[config.mk]
export PLATFORM = sky130hd
export DESIGN_NAME = arc4_encrypt
export DESIGN_NICKNAME = d
export VERILOG_FILES = /design/src/rtl/arc4_encrypt.sv
export SDC_FILE = /design/constraint.sdc
export NUM_CORES = 1
export LEC_CHECK = 0
export BUFFER_PORTS_ARGS = -buffer_cell sky130_fd_sc_hd__buf_4
export CAP_MARGIN = 20
export CORE_MARGIN = 3
export CORE_UTILIZATION = 30
export DETAILED_ROUTE_END_ITERATION = 8
export SLEW_MARGIN = 20
export SYNTH_ARGS = -nofsm -noshare
export SYNTH_HDL_FRONTEND = slang
export SYNTH_SLANG_ARGS = --single-unit
[constraint.sdc]
create_clock -name clk -period 7.65 [get_ports clk]
set_input_delay 1.53 -clock clk [delete_from_list [all_inputs] [get_ports clk]]
set_output_delay 1.53 -clock clk [all_outputs]
set_load 0.02 [all_outputs]
[src/rtl/arc4_encrypt.sv]
// ARC4 message encryptor: reads a length-prefixed plaintext, runs init/KSA/PRGA on an
// external S memory and writes the length-prefixed ciphertext.
module arc4_encrypt (
   input  logic        clk,
   input  logic        rst,
   input  logic        en,
   output logic        rdy,
   input  logic [23:0] key,
   output logic [7:0]  s_addr,
   input  logic [7:0]  s_rddata,
   output logic [7:0]  s_wrdata,
   output logic        s_wren,
   output logic [7:0]  pt_addr,
   input  logic [7:0]  pt_rddata,
   output logic [7:0]  ct_addr,
   output logic [7:0]  ct_wrdata,
   output logic        ct_wren
);

   typedef enum logic [4:0] {
      ST_IDLE, ST_INIT,
      ST_K_RDI, ST_K_WTI, ST_K_GETI, ST_K_WTJ, ST_K_GETJ, ST_K_WRJ,
      ST_R_RD, ST_R_WT, ST_R_GET,
      ST_P_RDI, ST_P_WTI, ST_P_GETI, ST_P_WTJ, ST_P_GETJ, ST_P_WRJ,
      ST_P_RDP, ST_P_WTP, ST_P_GETP,
      ST_DONE
   } state_t;

   state_t      r_state;
   logic [23:0] r_key;
   logic [7:0]  r_i, r_j, r_k, r_l;
   logic [7:0]  r_si, r_sj, r_pt;
   logic [1:0]  r_kidx;

   logic [7:0]  w_keybyte, w_i_inc, w_k_inc, w_ksa_j, w_prga_j, w_pad_addr;

   always_comb begin
      w_keybyte = r_key[23:16];
      case (r_kidx)
         2'd1:    w_keybyte = r_key[15:8];
         2'd2:    w_keybyte = r_key[7:0];
         default: w_keybyte = r_key[23:16];
      endcase
      w_i_inc    = r_i + 8'd1;
      w_k_inc    = r_k + 8'd1;
      w_ksa_j    = r_j + s_rddata + w_keybyte;
      w_prga_j   = r_j + s_rddata;
      w_pad_addr = r_si + r_sj;
   end

   // Every S/pt read is issued in one state, idles through a WT state, and is consumed in the next.
   always_ff @(posedge clk) begin
      if (rst) begin
         r_state   <= ST_IDLE;
         rdy       <= 1'b1;
         r_key     <= '0;
         r_i       <= '0;
         r_j       <= '0;
         r_k       <= '0;
         r_l       <= '0;
         r_si      <= '0;
         r_sj      <= '0;
         r_pt      <= '0;
         r_kidx    <= '0;
         s_addr    <= '0;
         s_wrdata  <= '0;
         s_wren    <= 1'b0;
         pt_addr   <= '0;
         ct_addr   <= '0;
         ct_wrdata <= '0;
         ct_wren   <= 1'b0;
      end else begin
         case (r_state)
            ST_IDLE: begin
               if (en) begin
                  r_key   <= key;
                  rdy     <= 1'b0;
                  r_i     <= '0;
                  r_j     <= '0;
                  r_kidx  <= '0;
                  r_state <= ST_INIT;
               end
            end
            ST_INIT: begin
               s_addr   <= r_i;
               s_wrdata <= r_i;
               s_wren   <= 1'b1;
               r_i      <= w_i_inc;
               if (r_i == 8'hFF) r_state <= ST_K_RDI;
            end
            ST_K_RDI: begin
               s_wren  <= 1'b0;
               s_addr  <= r_i;
               r_state <= ST_K_WTI;
            end
            ST_K_WTI: r_state <= ST_K_GETI;
            ST_K_GETI: begin
               r_si    <= s_rddata;
               r_j     <= w_ksa_j;
               s_addr  <= w_ksa_j;
               r_state <= ST_K_WTJ;
            end
            ST_K_WTJ: r_state <= ST_K_GETJ;
            ST_K_GETJ: begin
               s_addr   <= r_i;
               s_wrdata <= s_rddata;
               s_wren   <= 1'b1;
               r_state  <= ST_K_WRJ;
            end
            ST_K_WRJ: begin
               s_addr   <= r_j;
               s_wrdata <= r_si;
               r_i      <= w_i_inc;
               r_kidx   <= (r_kidx == 2'd2) ? 2'd0 : r_kidx + 2'd1;
               r_state  <= (r_i == 8'hFF) ? ST_R_RD : ST_K_RDI;
            end
            ST_R_RD: begin
               s_wren  <= 1'b0;
               pt_addr <= '0;
               r_state <= ST_R_WT;
            end
            ST_R_WT: r_state <= ST_R_GET;
            ST_R_GET: begin
               r_l       <= pt_rddata;
               ct_addr   <= '0;
               ct_wrdata <= pt_rddata;
               ct_wren   <= 1'b1;
               r_i       <= '0;
               r_j       <= '0;
               r_k       <= 8'd1;
               r_state   <= (pt_rddata == 8'd0) ? ST_DONE : ST_P_RDI;
            end
            ST_P_RDI: begin
               ct_wren <= 1'b0;
               r_i     <= w_i_inc;
               s_addr  <= w_i_inc;
               pt_addr <= r_k;
               r_state <= ST_P_WTI;
            end
            ST_P_WTI: r_state <= ST_P_GETI;
            ST_P_GETI: begin
               r_si    <= s_rddata;
               r_j     <= w_prga_j;
               s_addr  <= w_prga_j;
               r_state <= ST_P_WTJ;
            end
            ST_P_WTJ: r_state <= ST_P_GETJ;
            ST_P_GETJ: begin
               r_sj     <= s_rddata;
               r_pt     <= pt_rddata;
               s_addr   <= r_i;
               s_wrdata <= s_rddata;
               s_wren   <= 1'b1;
               r_state  <= ST_P_WRJ;
            end
            ST_P_WRJ: begin
               s_addr   <= r_j;
               s_wrdata <= r_si;
               r_state  <= ST_P_RDP;
            end
            ST_P_RDP: begin
               s_wren  <= 1'b0;
               s_addr  <= w_pad_addr;
               r_state <= ST_P_WTP;
            end
            ST_P_WTP: r_state <= ST_P_GETP;
            ST_P_GETP: begin
               ct_addr   <= r_k;
               ct_wrdata <= r_pt ^ s_rddata;
               ct_wren   <= 1'b1;
               if (r_k == r_l) begin
                  r_state <= ST_DONE;
               end else begin
                  r_k     <= w_k_inc;
                  r_state <= ST_P_RDI;
               end
            end
            ST_DONE: begin
               ct_wren <= 1'b0;
               s_wren  <= 1'b0;
               rdy     <= 1'b1;
               r_state <= ST_IDLE;
            end
            default: r_state <= ST_IDLE;
         endcase
      end
   end

endmodule

==> flow_metrics.env <==
export IMPL_status="complete, no violations"
export IMPL_largest_reg_flops=24
export IMPL_ctsHtreeMaxLevel=4
export IMPL_cp_start_kind="input port"
export IMPL_ys_ff_latch=130
export IMPL_final_cell_mix="149 x nand2_1, 130 x dfxtp_1, 93 x a21oi_1"
export IMPL_cp_required_ns=7.92
export IMPL_slowest_delay_ns=0.43
export IMPL_startpoint="s_rddata[0]"
export IMPL_async_reset_ff_share_pct=0
export IMPL_cts_resized=0
export IMPL_hold_path_class="register to register"
export IMPL_dp_hpwl_um=14400
export IMPL_grt_antenna_before_repair=0
export IMPL_die_h_um=157
export IMPL_ioPinCount=86
export IMPL_r2r_start="r_kidx[1]$_SDFFE_PP0P_"
export IMPL_cp_end_kind="register"
export IMPL_fin_crit_sh_pct=51.3
export IMPL_grt_use_total_pct=16.2
export IMPL_rsz0062_at_grt="false"
export IMPL_synth_edf_count=0
export IMPL_p_leak_nw=3.19
export IMPL_remaining_drc_errors=0
export IMPL_drive_above_1_share_pct=15.2
export IMPL_syn_inst=848
export IMPL_layout_nets=971
export IMPL_gr_total_overflow=0
export IMPL_crit_slowest_cell="fa_1"
export IMPL_cts_tree="done"
export IMPL_insertion_delay_ns=0.43
export IMPL_grt_max_degree=75
export IMPL_slew_violations=0
export IMPL_port_buffers=85
export IMPL_ff2ff_setup_slack_ns=4.46
export IMPL_synth_nets=920
export IMPL_register_area_um2=2600
export IMPL_power_density_nw_per_um2=224
export IMPL_fin_crit_ns=3.93
export IMPL_hold_viol_final=0
export IMPL_diodes=0
export IMPL_first_pass_iters=4
export IMPL_via_per_inst=5.31
export IMPL_syn_avg_cell_area_um2=8.10
export IMPL_synth_main_ff_cell="dfxtp_1"
export IMPL_synth_area_um2=6870
export IMPL_fillers=2333
export IMPL_drtIter0Drc=400
export IMPL_reg2reg_depth=13
export IMPL_critPathMaxFanout=5
export IMPL_path_class="input port to register"
export IMPL_worst_pin_slew_ns=1.09
export IMPL_synth_largest_area_cell="dfxtp_1"
export IMPL_min_from="rdy$_SDFFE_PP1P_"
export IMPL_cts_buffer_depth=2
export IMPL_avgRoutedWirePerCell_um=16.8
export IMPL_postRouteAntennaNets=0
export IMPL_dieArea_um2=24700
export IMPL_synth_top_area_share_pct=37.9
export IMPL_total_power_mw=1.84
export IMPL_fin_tns_setup_ns=0
export IMPL_ir_worst_vdd_mv=0.142
export IMPL_hold_path_end="rdy$_SDFFE_PP1P_"
export IMPL_cp_arrival_ns=4.20
export IMPL_final_common_cell="nand2_1"
export IMPL_synth_cell_types=70
export IMPL_setup_viol=0
export IMPL_ys_seq_area_share_pct=37.9
export IMPL_skew_ns=0.0101
export IMPL_clk_pin_slew_ns=0.06
export IMPL_synth_top_cells_by_area="dfxtp_1 38%, nand2_1 8.1%, a21oi_1 6.8%"
export IMPL_synth_warnings=0
export IMPL_areaGrowthSynthToFinish_pct=19.2
export IMPL_path_cells="buf_4 > ha_1 > fa_1 > a211oi_1 > o21bai_1 > a21oi_1 > xnor2_1 > ha_1 > o21a_1 > o21ai_0 > xnor3_1 > nand2_1 > a21oi_1"
export IMPL_cts_hold_buffers_added=0
export IMPL_cts_sinks=130
export IMPL_slew_headroom_pct=27.3
export IMPL_cts_root_buffer="clkbuf_16"
export IMPL_via_count=6324
export IMPL_post_cts_buffers=0
export IMPL_hold_depth=2
export IMPL_grt_pass1_wl_um=31800
export IMPL_grt_pass1_vias=5761
export IMPL_start_util_pct=31.0
export IMPL_coreArea_um2=22200
export IMPL_cts_made_buffers=17
export IMPL_rows=54
export IMPL_wirelength_um=20000
export IMPL_drv_cap=0
export IMPL_largest_register="r_key"
export IMPL_r2r_end="s_addr[6]$_SDFFE_PP0P_"
export IMPL_max_freq_mhz=255
export IMPL_multi_input_area_um2=3970
export IMPL_dieWidth_um=157
export IMPL_gp_congestion=0.849
[critical path: cells and delay by family]
family	cells	cell delay (ns)
fa+ha+maj	3	0.96
xor+xnor	2	0.52
buf+inv	1	0.14
simple gates	1	0.11
compound gates	6	0.94
[report_power, final]
| part | internal [mW] | switching, mW |
|---|---|---|
| Combinational | 0.127 | 0.187 |
| Clock | 0.450 | 0.328 |
| Sequential | 0.711 | 0.0338 |
| Total | 1.29 | 0.549 |
[cell type report]
cell class	instances	share of cell area [%]
repair buffers	89	8.16
well taps	280	4.28
clock buffers	18	5.24
clock inverters	14	1.57
inverters	9	0.413
multi-input cells	652	48.5
flip-flops and latches	130	31.8
[how the worst max path moves through the flow]
| stage | end | slack [ns] | cells past startpoint |
|---|---|---|---|
| global route | r_j[7]$_SDFFE_PP0P_ | 3.51 | 13 |
| detailed placement | s_addr[7]$_SDFFE_PP0P_ | 3.30 | 13 |
| floorplan | r_j[7]$_SDFFE_PP0P_ | 3.71 | 12 |
| finish | r_j[7]$_SDFFE_PP0P_ | 3.72 | 13 |
| global placement | s_addr[7]$_SDFFE_PP0P_ | 3.29 | 13 |
| CTS | r_j[7]$_SDFFE_PP0P_ | 3.73 | 13 |
[cells by family (layout without fill, tap and decap cells)]
group,after synthesis,count (layout),synth area share (%)
AND/OR/NAND/NOR,318,318,20.7
AO/OA/AOI/OAI,255,255,24.6
flip-flops,130,130,37.9
buffers and inverters,66,130,4.36
XOR/XNOR,40,40,5.30
adder cells (fa/ha/maj),29,29,5.61
multiplexers,10,10,1.48
[through the flow]
step	hold slack [ns]	util (%)	cell area [um^2]	std cells	worst slack (ns)
4_1_cts	0.456	36.9	8170	1191	3.73
6_report	0.447	36.9	8190	1192	3.72
3_5_place_dp	0.447	34.4	7620	1159	3.30
5_1_grt	0.472	36.9	8190	1192	3.51
3_3_place_gp	0.437	34.4	7620	1159	3.29
2_1_floorplan	0.436	-	6870	848	3.71
[synth_stat cells, drive strengths merged (2+ instances only)]
cell type,n
a211oi,9
a21boi,2
a21o,6
a21oi,94
a221oi,14
a22oi,34
a311oi,2
a31oi,14
a32oi,2
a41oi,4
and2,3
and2b,2
and3,11
and4,2
buf,27
clkbuf,30
dfxtp,130
fa,3
ha,26
inv,9
mux2i,9
nand2,149
nand2b,14
nand3,13
nand4,4
nor2,77
nor2b,5
nor3,20
nor3b,2
nor4,4
o2111ai,2
o211ai,10
o21a,11
o21ai,27
o21ba,2
o21bai,4
o2bb2ai,2
o311a,2
o31ai,4
or2,3
or3,5
xnor2,11
xor2,28
[layer usage]
metal  GRT usage (%)  routed length (um)  share of wire (%)
met5               0                   0                  0
met4            4.46                 210                1.0
met3            3.13                 919                4.6
met2            25.8                9460                 47
met1            22.4                9430                 47
(Power assumes the default switching activity.)
